$ cat config.mk
export PLATFORM = sky130hd
export DESIGN_NAME = approx_add_sched
export DESIGN_NICKNAME = d
export VERILOG_FILES = /design/src/rtl/approx_add_sched.sv
export SDC_FILE = /design/constraint.sdc
export NUM_CORES = 1
export LEC_CHECK = 0
export CAP_MARGIN = 5
export CORE_ASPECT_RATIO = 1.25
export CORE_MARGIN = 2
export CORE_UTILIZATION = 35
export DETAILED_ROUTE_END_ITERATION = 8
export PLACE_DENSITY = 0.7
export SLEW_MARGIN = 20
export SYNTH_ARGS = -nofsm -noshare
export SYNTH_HDL_FRONTEND = slang
export SYNTH_SLANG_ARGS = --single-unit
$ cat constraint.sdc
create_clock -name clock -period 50.8 [get_ports clock]
set_input_delay 15.24 -clock clock [delete_from_list [all_inputs] [get_ports clock]]
set_output_delay 15.24 -clock clock [all_outputs]
set_load 0.05 [all_outputs]
$ cat src/rtl/approx_add_sched.sv
// approx_add_sched: round-robin shared 32-bit adder with per-requester count of approximate mirror-cell LSBs
module approx_add_sched #(
  parameter int NUM_REQ = 4,
  parameter int WIDTH   = 32,
  parameter int LVL_W   = $clog2(WIDTH + 1)
) (
  input  logic                       clock,
  input  logic                       reset_N,
  input  logic [NUM_REQ-1:0]         req_valid,
  output logic [NUM_REQ-1:0]         req_ready,
  input  logic [NUM_REQ*WIDTH-1:0]   req_a,
  input  logic [NUM_REQ*WIDTH-1:0]   req_b,
  input  logic                       cfg_we,
  input  logic [$clog2(NUM_REQ)-1:0] cfg_id,
  input  logic [LVL_W-1:0]           cfg_level,
  output logic                       res_valid,
  input  logic                       res_ready,
  output logic [WIDTH-1:0]           res_sum,
  output logic                       res_cout,
  output logic [$clog2(NUM_REQ)-1:0] res_id,
  output logic [LVL_W-1:0]           res_level
);
  localparam int ID_W = $clog2(NUM_REQ);
  logic [ID_W-1:0]  ptr_q, ptr_d, gnt_id, idx;
  logic             gnt, c, m;
  logic [LVL_W-1:0] lvl_q [NUM_REQ];
  logic [LVL_W-1:0] lvl_d [NUM_REQ];
  logic [LVL_W-1:0] k, cfg_clamp;
  logic [WIDTH-1:0] a_sel, b_sel, sum;
  logic             res_valid_q, res_valid_d, res_cout_q, res_cout_d;
  logic [WIDTH-1:0] res_sum_q, res_sum_d;
  logic [ID_W-1:0]  res_id_q, res_id_d;
  logic [LVL_W-1:0] res_level_q, res_level_d;

  always_comb begin
    gnt = 1'b0;
    gnt_id = '0;
    idx = '0;
    req_ready = '0;
    for (int j = 0; j < NUM_REQ; j++) begin
      idx = ID_W'((int'(ptr_q) + j) % NUM_REQ);
      if (!gnt && req_valid[idx] && (!res_valid_q || res_ready)) begin
        gnt = 1'b1;
        gnt_id = idx;
      end
    end
    if (gnt) req_ready[gnt_id] = 1'b1;
    ptr_d = gnt ? ((int'(gnt_id) == NUM_REQ - 1) ? '0 : gnt_id + 1'b1) : ptr_q;
  end

  // Carry chain is a majority chain everywhere; only the sum cell differs below k.
  always_comb begin
    a_sel = '0;
    b_sel = '0;
    for (int n = 0; n < NUM_REQ; n++) begin
      if (gnt_id == ID_W'(n)) begin
        a_sel = req_a[n*WIDTH +: WIDTH];
        b_sel = req_b[n*WIDTH +: WIDTH];
      end
    end
    k = lvl_q[gnt_id];
    c = 1'b0;
    m = 1'b0;
    sum = '0;
    for (int i = 0; i < WIDTH; i++) begin
      m = (a_sel[i] & b_sel[i]) | (a_sel[i] & c) | (b_sel[i] & c);
      sum[i] = (LVL_W'(i) < k) ? ~m : a_sel[i] ^ b_sel[i] ^ c;
      c = m;
    end
  end

  always_comb begin
    cfg_clamp = (cfg_level > LVL_W'(WIDTH)) ? LVL_W'(WIDTH) : cfg_level;
    for (int n = 0; n < NUM_REQ; n++)
      lvl_d[n] = (cfg_we && int'(cfg_id) == n) ? cfg_clamp : lvl_q[n];
    res_valid_d = gnt | (res_valid_q & ~res_ready);
    res_sum_d   = gnt ? sum : res_sum_q;
    res_cout_d  = gnt ? c : res_cout_q;
    res_id_d    = gnt ? gnt_id : res_id_q;
    res_level_d = gnt ? k : res_level_q;
  end

  always_ff @(posedge clock or negedge reset_N) begin
    if (!reset_N) begin
      ptr_q       <= '0;
      res_valid_q <= 1'b0;
      res_sum_q   <= '0;
      res_cout_q  <= 1'b0;
      res_id_q    <= '0;
      res_level_q <= '0;
      for (int n = 0; n < NUM_REQ; n++) lvl_q[n] <= '0;
    end else begin
      ptr_q       <= ptr_d;
      res_valid_q <= res_valid_d;
      res_sum_q   <= res_sum_d;
      res_cout_q  <= res_cout_d;
      res_id_q    <= res_id_d;
      res_level_q <= res_level_d;
      for (int n = 0; n < NUM_REQ; n++) lvl_q[n] <= lvl_d[n];
    end
  end

  assign res_valid = res_valid_q;
  assign res_sum   = res_sum_q;
  assign res_cout  = res_cout_q;
  assign res_id    = res_id_q;
  assign res_level = res_level_q;
endmodule

==> results of run 1 <==
## where the power goes
group	switching [W]	leakage, nW	internal [W]
combinational	0.000275	3.17	0.000171
sequential	0.0000189	0.828	0.0000748
clock	0.0000262	0.143	0.0000387
## stage by stage
stage	hold WS, ps	cell area, um^2
floorplan	449	6700
detailed placement	471	10000
global placement	463	10000
global route	517	10300
finish	481	10300
CTS	484	10300
## routing by layer
layer  track usage, %  vias up
met2             47.4      316
met3             4.45       42
li1                 -     3866
met1             34.7     3507
met5                0        -
met4             9.49        0
## cell usage after synthesis (4+ instances only)
cell,count,area share (%)
a22oi_1,20,2.2
ha_1,5,0.93
nand3_1,5,0.37
dfrtp_1,68,25
clkbuf_1,74,4.1
a31oi_1,6,0.56
o211ai_1,4,0.45
o31ai_1,11,1.2
nor3_1,9,0.67
mux2i_1,14,2.1
nand2b_1,9,0.84
nor2b_1,4,0.37
o311ai_0,5,0.65
mux2_2,4,0.67
inv_1,20,1.1
nor2_1,189,11
and2_1,11,1.0
or3_1,4,0.37
o21ai_0,50,3.7
buf_2,5,0.37
fa_1,31,9.3
a21oi_1,191,14
nand2_1,128,7.2
a211oi_1,10,1.1
## worst max-delay path, delay by kind of cell
family	cells	cell delay [ps]
AND/OR/NAND/NOR	3	1220
adder cells (fa/ha/maj)	1	240
buffers and inverters	3	1890
AO/OA/AOI/OAI	2	610
## logic make-up (layout without fill, tap and decap cells)
kind of cell    after synthesis  in the layout  synth area share, %
compound gates              340            340                 30.5
fa+ha+maj                    36             36                 10.2
buf+inv                     103            367                 5.97
flops                        68             68                 25.4
mux                          19             19                 3.10
other cells                   0              3                    0
simple gates                389            389                 24.8
## flip-flops by register name, summed over array words and instances, names as in the netlist
register	cells
res_sum	32
lvl_q	24
res_level	6
ptr_q	2
res_id	2
res_cout	1
res_valid	1
## final timing paths
kind / to / slack, ps / cells past startpoint
min in group asynchronous: res_level[3]$_DFFE_PN0P_ / 15090 / 2
max reg2reg: res_sum[31]$_DFFE_PN0P_ / 31600 / 48
max in group asynchronous: res_cout$_DFFE_PN0P_ / 35120 / 2
max: req_ready[0] / 16360 / 9
min reg2reg: res_level[5]$_DFFE_PN0P_ / 480 / 2
min: res_level[5]$_DFFE_PN0P_ / 480 / 2
## area by class of cell
| class | instances | area, um^2 |
|---|---|---|
| Tap cell | 232 | 290 |
| Timing Repair Buffer | 330 | 3270 |
| Fill cell | 1826 | 8470 |
| Multi-Input combinational cell | 784 | 4660 |
| Inverter | 21 | 78.8 |
| Antenna cell | 3 | 7.51 |
| Clock inverter | 7 | 80.1 |
| Sequential cell | 68 | 1700 |
| Clock buffer | 9 | 225 |
==> metrics.cfg, run 1 <==
[clock_tree]
cts_tree = yes
cts_setup_buffers = 0
root_buffer = clkbuf_16
clockBufferDepth = 2
cts_made_buffers = 9
clkTransAtPathRegs_ps = 60
clock-sinks = 68
post_cts_resized = 0
worstSkewPairLatency_ps = 340
htreeDepth = 3
hold_buffers = 0

[die]
die_area_mm2 = 0.0203
die_h_um = 159
die_x_um = 128
start_util_pct = 35.7
row_count = 56
core_mm2 = 0.0188
boundaryPins = 318

[detailed_routing]
wl_per_cell_um = 19.5
drt_iter0_markers = 556
vias_per_cell = 5.32
postRouteAntennaNets = 0
num_vias = 7731
wl_met2_um = 14300
dr.pass1.iters = 6
post-route-drc-count = 0
routed_wirelength_um = 28300
drt-met1-wl_um = 11500
route.met3.wl_um = 1780
top_layer_used = met4

[outcome]
outcome = finished, final reports clean

[sta]
fin_ws_ps = 16360
timing.setup.tns_ps = 0
worst_pin_slew_ps = 1010
hold_viol_final = 0
fmax_mhz = 29.0
min_period_ps = 34440
slew_headroom_pct = 32.9
drv_slew = 0
period_share_pct = 67.8
rsz0062_at_grt = no
setup_viol = 0
fin_skew_ps = 8.64

[pwr]
total_power_w = 0.000605
cellLeakagePower_nw = 4.14
ir_drop_uv = 19.9
powerDensity_mw_per_mm2 = 58.7

[global_route]
grt_pass1_vias = 7408
overflow = 0
grt_usage_pct = 27.5
grt_first_pass_wirelength_um = 42600
grt_max_degree = 98
grt_antenna_before_repair = 3

[finish]
finish.utilization_pct = 54.9
nets = 1522
instances_no_fill = 1454
area_growth_pct = 53.8
layout_commonest_cell = clkdlybuf4s50_1
layout_common_cells = 316 x clkdlybuf4s50_1, 190 x a21oi_1, 189 x nor2_1
drive_gt1_share_pct = 5.09

[critical_path]
r2r-start = ptr_q[0]$_DFFE_PN0P_
arrival_ps = 19200
worstPathCellList = clkdlybuf4s50_1, or3b_2, a21oi_2, o21ai_0, nand3_1, ha_2, buf_4, and2_1, clkdlybuf4s50_1
cp_slowest_stage_delay_ps = 810
critPathLaunchType = input port
cp_common_cell = clkdlybuf4s50_1
slowest_stage = clkdlybuf4s50_1
required_ps = 35560
critical_path_class = in2out
path_max_fanout = 46
crit_start = req_valid[1]
cp-end-kind = output port

[logic_synthesis]
yosysSeqAreaShare_pct = 25.4
yosysUniqueCellTypes = 74
synth_cells = 955
synthFlopType = dfrtp_1
avgSynthCellArea_um2 = 7.02
synth_warnings = 0
synthArstFlopShare_pct = 100
syn_nets = 1263
synth_edf_count = 0
synthesis.area_mm2 = 0.00670
synth-seq-cells = 68

[placement]
placed_cells = 1435
dpl.hpwl_um = 23000
port_buffers = 317
dp_slack_ps = 16410
place_congestion = 0.896

[worst_hold_path]
hold_path.class = reg2reg
min_from = res_level[5]$_DFFE_PN0P_

[job]
drv_cap = 0

Note: power is estimated with default switching activity, not from simulation.
==> run 2: changes to the inputs <==
--- a/config.mk
+++ b/config.mk
@@ -10,7 +10,7 @@
 export CORE_MARGIN = 2
 export CORE_UTILIZATION = 35
 export DETAILED_ROUTE_END_ITERATION = 8
-export PLACE_DENSITY = 0.7
+export PLACE_DENSITY = 0.73
 export SLEW_MARGIN = 20
 export SYNTH_ARGS = -nofsm -noshare
 export SYNTH_HDL_FRONTEND = slang
==> constraint.sdc (replaced) <==
create_clock -name clock -period 31.1 [get_ports clock]
set_input_delay 9.33 -clock clock [delete_from_list [all_inputs] [get_ports clock]]
set_output_delay 9.33 -clock clock [all_outputs]
set_load 0.05 [all_outputs]
==> run 2 against run 1 <==
Sequential share of layout area shrank 0.086 points. Clock power grew 96%. Cell count shrank 0.21%. Via count grew 0.12%. Critical endpoint is now res_sum[31]$_DFFE_PN0P_. Combinational power grew 63%.
==> metrics.cfg, run 2 (synthesis gave the netlist of run 1 again) <==
[global_route]
grt_usage_pct = 27.2  ; was 27.5%
grt_use_met2_pct = 45.2  ; was 47.4%
use_met3_pct = 4.85  ; was 4.45%
top_usage_layer = met2  ; unchanged
overflow = 0  ; unchanged
grtUsageMet1_pct = 34.3  ; was 34.7%
grt_max_degree = 70  ; was 98
grt_antenna_before_repair = 2  ; was 3
grt_first_pass_wirelength_um = 42400  ; was 42600 um
grt_pass1_vias = 7476  ; was 7408

[critical_path]
slowest_stage = clkdlybuf4s50_1  ; unchanged
critPathLaunchType = input port  ; unchanged
r2r-start = ptr_q[0]$_DFFE_PN0P_  ; unchanged
arrival_ps = 28400  ; was 19200 ps
cp_common_cell = fa_1  ; was clkdlybuf4s50_1
path_max_fanout = 46  ; unchanged
cp-end-kind = flop  ; was output port
required_ps = 31270  ; was 35560 ps
critical_path_class = in2reg  ; was in2out
r2r-end = res_sum[31]$_DFFE_PN0P_  ; unchanged
cp_slowest_stage_delay_ps = 660  ; was 810 ps
rrSetupSlack_ps = 11750  ; was 31600 ps
worstRegToRegCells = 47  ; was 48
crit_start = req_valid[1]  ; unchanged

[pwr]
net-switching-power_w = 0.000522  ; was 0.000320 W
powerDensity_mw_per_mm2 = 97.5  ; was 58.7 mW/mm^2
pwr-share-seq_pct = 15.2  ; was 15.5%
power.share.clock_pct = 12.6  ; was 10.7%
combPwrFrac_pct = 72.2  ; was 73.8%
swShare_pct = 51.7  ; was 53.0%
cellLeakagePower_nw = 4.17  ; was 4.14 nW
total_power_w = 0.00101  ; was 0.000605 W
internal_power_w = 0.000488  ; was 0.000284 W
ir_drop_uv = 41.6  ; was 19.9 uV

[die]
die_area_mm2 = 0.0203  ; unchanged
die_h_um = 159  ; unchanged
core_mm2 = 0.0188  ; unchanged
die_x_um = 128  ; unchanged
row_count = 56  ; unchanged
start_util_pct = 35.7  ; unchanged
boundaryPins = 318  ; unchanged

[detailed_routing]
drt_iter0_markers = 515  ; was 556
wl_per_cell_um = 19.1  ; was 19.5 um
vias_per_cell = 5.33  ; was 5.32
num_vias = 7740  ; was 7731
routed_wirelength_um = 27700  ; was 28300 um
postRouteAntennaNets = 0  ; unchanged
post-route-drc-count = 0  ; unchanged
dr.pass1.iters = 5  ; was 6

[sta]
fin_hold_ws_ps = 482  ; was 481 ps
fmax_mhz = 35.4
rsz0062_at_grt = no  ; unchanged
hold_viol_final = 0  ; unchanged
drv_slew = 0  ; unchanged
min_period_ps = 28230
worst_pin_slew_ps = 1010  ; about the same
setup_viol = 0  ; unchanged
timing.setup.tns_ps = 0  ; unchanged
slew_headroom_pct = 32.1  ; was 32.9%
period_share_pct = 90.8
fin_skew_ps = 6.73  ; was 8.64 ps
fin_ws_ps = 2870  ; was 16360 ps

[clock_tree]
clockBufferDepth = 2  ; unchanged
cts_made_buffers = 9  ; unchanged
hold_buffers = 0  ; unchanged
cts_setup_buffers = 0  ; unchanged
htreeDepth = 3  ; unchanged
root_buffer = clkbuf_16  ; unchanged
clock-sinks = 68  ; unchanged
worstSkewPairLatency_ps = 340  ; about the same
clkTransAtPathRegs_ps = 60  ; about the same
cts_tree = yes  ; unchanged
post_cts_resized = 0  ; unchanged

[worst_hold_path]
hold_path.class = reg2reg  ; unchanged
holdPathStages = 2  ; unchanged
hold_end = res_sum[13]$_DFFE_PN0P_  ; was res_level[5]$_DFFE_PN0P_
min_from = res_sum[13]$_DFFE_PN0P_  ; was res_level[5]$_DFFE_PN0P_

[finish]
fillCellCount = 1774  ; was 1826
layout_common_cells = 316 x clkdlybuf4s50_1, 190 x a21oi_1, 189 x nor2_1  ; unchanged
multi_input_area_mm2 = 0.00466  ; about the same
layout_commonest_cell = clkdlybuf4s50_1  ; unchanged
seq_area_mm2 = 0.00170  ; unchanged
largest_reg_flops = 32  ; unchanged
area_growth_pct = 54.6  ; was 53.8%
drive_gt1_share_pct = 4.85  ; was 5.09%
nets = 1520  ; was 1522

[placement]
dp_slack_ps = 2550  ; was 16410 ps
dpl.hpwl_um = 22600  ; was 23000 um
port_buffers = 317  ; unchanged
place_congestion = 0.905  ; was 0.896

[job]
drv_cap = 0  ; unchanged

[outcome]
outcome = finished, final reports clean  ; unchanged

==> run 2: cell count changes in the layout (fill, tap and decap cells not counted), sizes merged <==
cell      change
inv           -2
diode         -1
buf           -2
clkinv        +1
clkinvlp      -2
bufinv        +3
==> run 2: per-stage QoR <==
stage	utilization (%)	instance area, um^2	cells
finish	55.2	10400	1451
global route	55.2	10400	1450
CTS	55.2	10400	1449
detailed placement	53.2	9990	1433
global placement	53.2	9990	1433
floorplan	-	6700	955
==> run 2: per-layer routing <==
metal  share of wire (%)  routed length [um]  vias up
met1                  41               11400     3503
met4                 4.3                1210        2
met5               0.025                   7        -
met3                 5.8                1610       59
li1                    -                   -     3852
met2                  49               13500      324
==> run 2: critical path: cells and delay by family <==
kind / cells / cell delay, ps
fa+ha+maj: 33 / 14910
simple gates: 4 / 1650
buf+inv: 4 / 1230
compound gates: 6 / 1160
mux: 1 / 120
==> run 2: how the worst max path moves through the flow <==
stage	endpoint	cells after the start
after floorplan	res_sum[31]$_DFFE_PN0P_	49
after global placement	res_sum[31]$_DFFE_PN0P_	48
after detailed placement	res_sum[31]$_DFFE_PN0P_	48
after CTS	res_sum[31]$_DFFE_PN0P_	48
after global routing	res_sum[31]$_DFFE_PN0P_	48
final	res_sum[31]$_DFFE_PN0P_	48
==> run 2: power groups by stage <==
stage               Combinational (W)  Clock, W  Sequential (W)
finish                       0.000729  0.000127        0.000154
CTS                          0.000730  0.000128        0.000153
global route                 0.000807  0.000132        0.000157
floorplan                    0.000425         0        0.000229
detailed placement           0.000729         0        0.000154
global placement             0.000717         0        0.000154
==> run 2: layout make-up <==
cell class / instances / area share [%]
clock buffers: 9 / 2.17
clock inverters: 7 / 1.41
well taps: 232 / 2.80
repair buffers: 328 / 31.4
inverters: 21 / 0.761
flip-flops and latches: 68 / 16.4
diodes: 2 / 0.0483
multi-input cells: 784 / 45.0
==> run 3: changes to the inputs <==
--- a/config.mk
+++ b/config.mk
@@ -7,10 +7,10 @@
 export LEC_CHECK = 0
 export CAP_MARGIN = 5
 export CORE_ASPECT_RATIO = 1.25
-export CORE_MARGIN = 2
+export CORE_MARGIN = 4
 export CORE_UTILIZATION = 35
 export DETAILED_ROUTE_END_ITERATION = 8
-export PLACE_DENSITY = 0.73
+export PLACE_DENSITY_LB_ADDON = 0.3
 export SLEW_MARGIN = 20
 export SYNTH_ARGS = -nofsm -noshare
 export SYNTH_HDL_FRONTEND = slang
==> run 3 against run 2 <==
Cell count about the same. Register-to-register slack improved by 120 ps. Total power decreased by 3.7%. Largest cell class unchanged.
==> metrics.cfg, run 3 (synthesis gave the netlist of run 1 again) <==
[sta]
period_share_pct = 90.4  ; was 90.8%
slew_headroom_pct = 30.8  ; was 32.1%
fmax_mhz = 35.6  ; was 35.4 MHz
timing.setup.tns_ps = 0  ; unchanged
min_period_ps = 28100  ; was 28230 ps
hold_viol_final = 0  ; unchanged
worst_pin_slew_ps = 1040  ; was 1010 ps
drv_slew = 0  ; unchanged
rsz0062_at_grt = no  ; unchanged
fin_skew_ps = 6.54  ; was 6.73 ps
setup_viol = 0  ; unchanged

[critical_path]
crit_family = adder cells  ; unchanged
r2r-start = ptr_q[0]$_DFFE_PN0P_  ; unchanged
worstRegToRegCells = 48  ; was 47
cp-end-kind = flop  ; unchanged
rrSetupSlack_ps = 11870  ; was 11750 ps
cp_slowest_stage_delay_ps = 670  ; was 660 ps
crit_buf_inv = 5  ; was 4
critical_path_class = in2reg  ; unchanged
slowest_stage = clkdlybuf4s50_1  ; unchanged
required_ps = 31280  ; was 31270 ps
cp_common_cell = fa_1  ; unchanged
path_max_fanout = 46  ; unchanged
r2r-end = res_sum[31]$_DFFE_PN0P_  ; unchanged
critPathLaunchType = input port  ; unchanged
arrival_ps = 28280  ; was 28400 ps

[detailed_routing]
postRouteAntennaNets = 0  ; unchanged
num_vias = 7680  ; was 7740
post-route-drc-count = 0  ; unchanged
wl_per_cell_um = 19.5  ; was 19.1 um
routed_wirelength_um = 28200  ; was 27700 um
vias_per_cell = 5.30  ; was 5.33
drt_iter0_markers = 412  ; was 515
dr.pass1.iters = 6  ; was 5

[finish]
drive_gt1_share_pct = 4.77  ; was 4.85%
fillCellCount = 1803  ; was 1774
layout_common_cells = 316 x clkdlybuf4s50_1, 190 x a21oi_1, 189 x nor2_1  ; unchanged
area_growth_pct = 53.1  ; was 54.6%
seq_area_mm2 = 0.00170  ; unchanged
layout_commonest_cell = clkdlybuf4s50_1  ; unchanged
instances_no_fill = 1450  ; was 1451
nets = 1520  ; unchanged
multi_input_area_mm2 = 0.00466  ; unchanged
largest_reg_flops = 32  ; unchanged
finish.utilization_pct = 54.6  ; was 55.2%

[worst_hold_path]
hold_end = res_level[2]$_DFFE_PN0P_  ; was res_sum[13]$_DFFE_PN0P_
hold_path.class = reg2reg  ; unchanged
min_from = res_level[2]$_DFFE_PN0P_  ; was res_sum[13]$_DFFE_PN0P_
holdPathStages = 2  ; unchanged

[die]
die_x_um = 132  ; was 128 um
die_area_mm2 = 0.0214  ; was 0.0203 mm^2
core_mm2 = 0.0188  ; unchanged
boundaryPins = 318  ; unchanged
start_util_pct = 35.7  ; unchanged
die_h_um = 163  ; was 159 um
row_count = 56  ; unchanged

[pwr]
total_power_w = 0.000973  ; was 0.00101 W
ir_drop_uv = 40.9  ; was 41.6 uV
powerDensity_mw_per_mm2 = 94.9  ; was 97.5 mW/mm^2
cellLeakagePower_nw = 4.12  ; was 4.17 nW

[global_route]
grt_antenna_before_repair = 7  ; was 2
grt_usage_pct = 25.0  ; was 27.2%
grt_first_pass_wirelength_um = 41700  ; was 42400 um
grt_max_degree = 82  ; was 70
grt_pass1_vias = 7374  ; was 7476
overflow = 0  ; unchanged

[clock_tree]
htreeDepth = 3  ; unchanged
post_cts_resized = 0  ; unchanged
clockBufferDepth = 2  ; unchanged
cts_made_buffers = 9  ; unchanged
cts_tree = yes  ; unchanged
clkTransAtPathRegs_ps = 60  ; about the same
clock-sinks = 68  ; unchanged
worstSkewPairLatency_ps = 340  ; about the same
root_buffer = clkbuf_16  ; unchanged
cts_setup_buffers = 0  ; unchanged
hold_buffers = 0  ; unchanged

[placement]
port_buffers = 317  ; unchanged
placed_cells = 1433  ; unchanged
place_congestion = 0.893  ; was 0.905
dpl.hpwl_um = 23100  ; was 22600 um

[job]
drv_cap = 0  ; unchanged

[outcome]
outcome = finished, final reports clean  ; unchanged

[run 3: cell types whose count changed in the layout (fill, tap and decap cells not counted)]
| cell | delta |
|---|---|
| bufinv_16 | -4 |
| clkinv_4 | +1 |
| clkinvlp_4 | +2 |
| inv_6 | -2 |
| clkinv_2 | +2 |
[run 3: worst max path at each step]
stage	start	endpoint	cells after the start
floorplan	req_valid[0]	res_sum[31]$_DFFE_PN0P_	49
finish	req_valid[1]	res_sum[31]$_DFFE_PN0P_	49
detailed placement	req_valid[1]	res_sum[31]$_DFFE_PN0P_	49
global placement	req_valid[1]	res_sum[31]$_DFFE_PN0P_	49
CTS	req_valid[1]	res_sum[31]$_DFFE_PN0P_	49
global route	req_valid[1]	res_sum[31]$_DFFE_PN0P_	49
[run 3: area by class of cell]
class                      count  share of cell area (%)
timing repair buffer         328                    31.7
tap                          232                    2.83
multi-input combinational    784                    45.5
antenna                        2                  0.0488
clock inverter                 6                   0.415
inverter                      21                   0.768
clock buffer                   9                    2.20
sequential                    68                    16.6
[run 3: power by group]
| part | total, W | internal [W] | leakage, nW | switching (W) |
|---|---|---|---|---|
| clock network | 0.0000927 | 0.0000534 | 0.127 | 0.0000393 |
| logic | 0.000728 | 0.000279 | 3.16 | 0.000449 |
| registers | 0.000153 | 0.000122 | 0.828 | 0.0000307 |
| total | 0.000973 | 0.000454 | 4.12 | 0.000519 |
[run 3: per-stage QoR]
stage          area, um^2  setup slack (ps)  hold WS (ps)
3_3_place_gp         9990              3080           460
6_report            10300              3000           477
2_1_floorplan        6700              4650           449
3_5_place_dp         9990              2730           470
5_1_grt             10300              2150           510
4_1_cts             10300              3050           484
[run 3: worst reg2reg max path: cells and delay by family, from the launching register on]
family          cells  cell delay [ps]
flops               1              670
mux                 1              150
fa+ha+maj          33            14920
simple gates        4             1440
buf+inv             4              820
compound gates      6             1060
[run 3: per-layer routing]
metal / track usage, % / wire (um)
met3: 6.52 / 2230
met5: 0 / 35
met2: 44.8 / 14400
met4: 7.21 / 544
met1: 29.5 / 11100
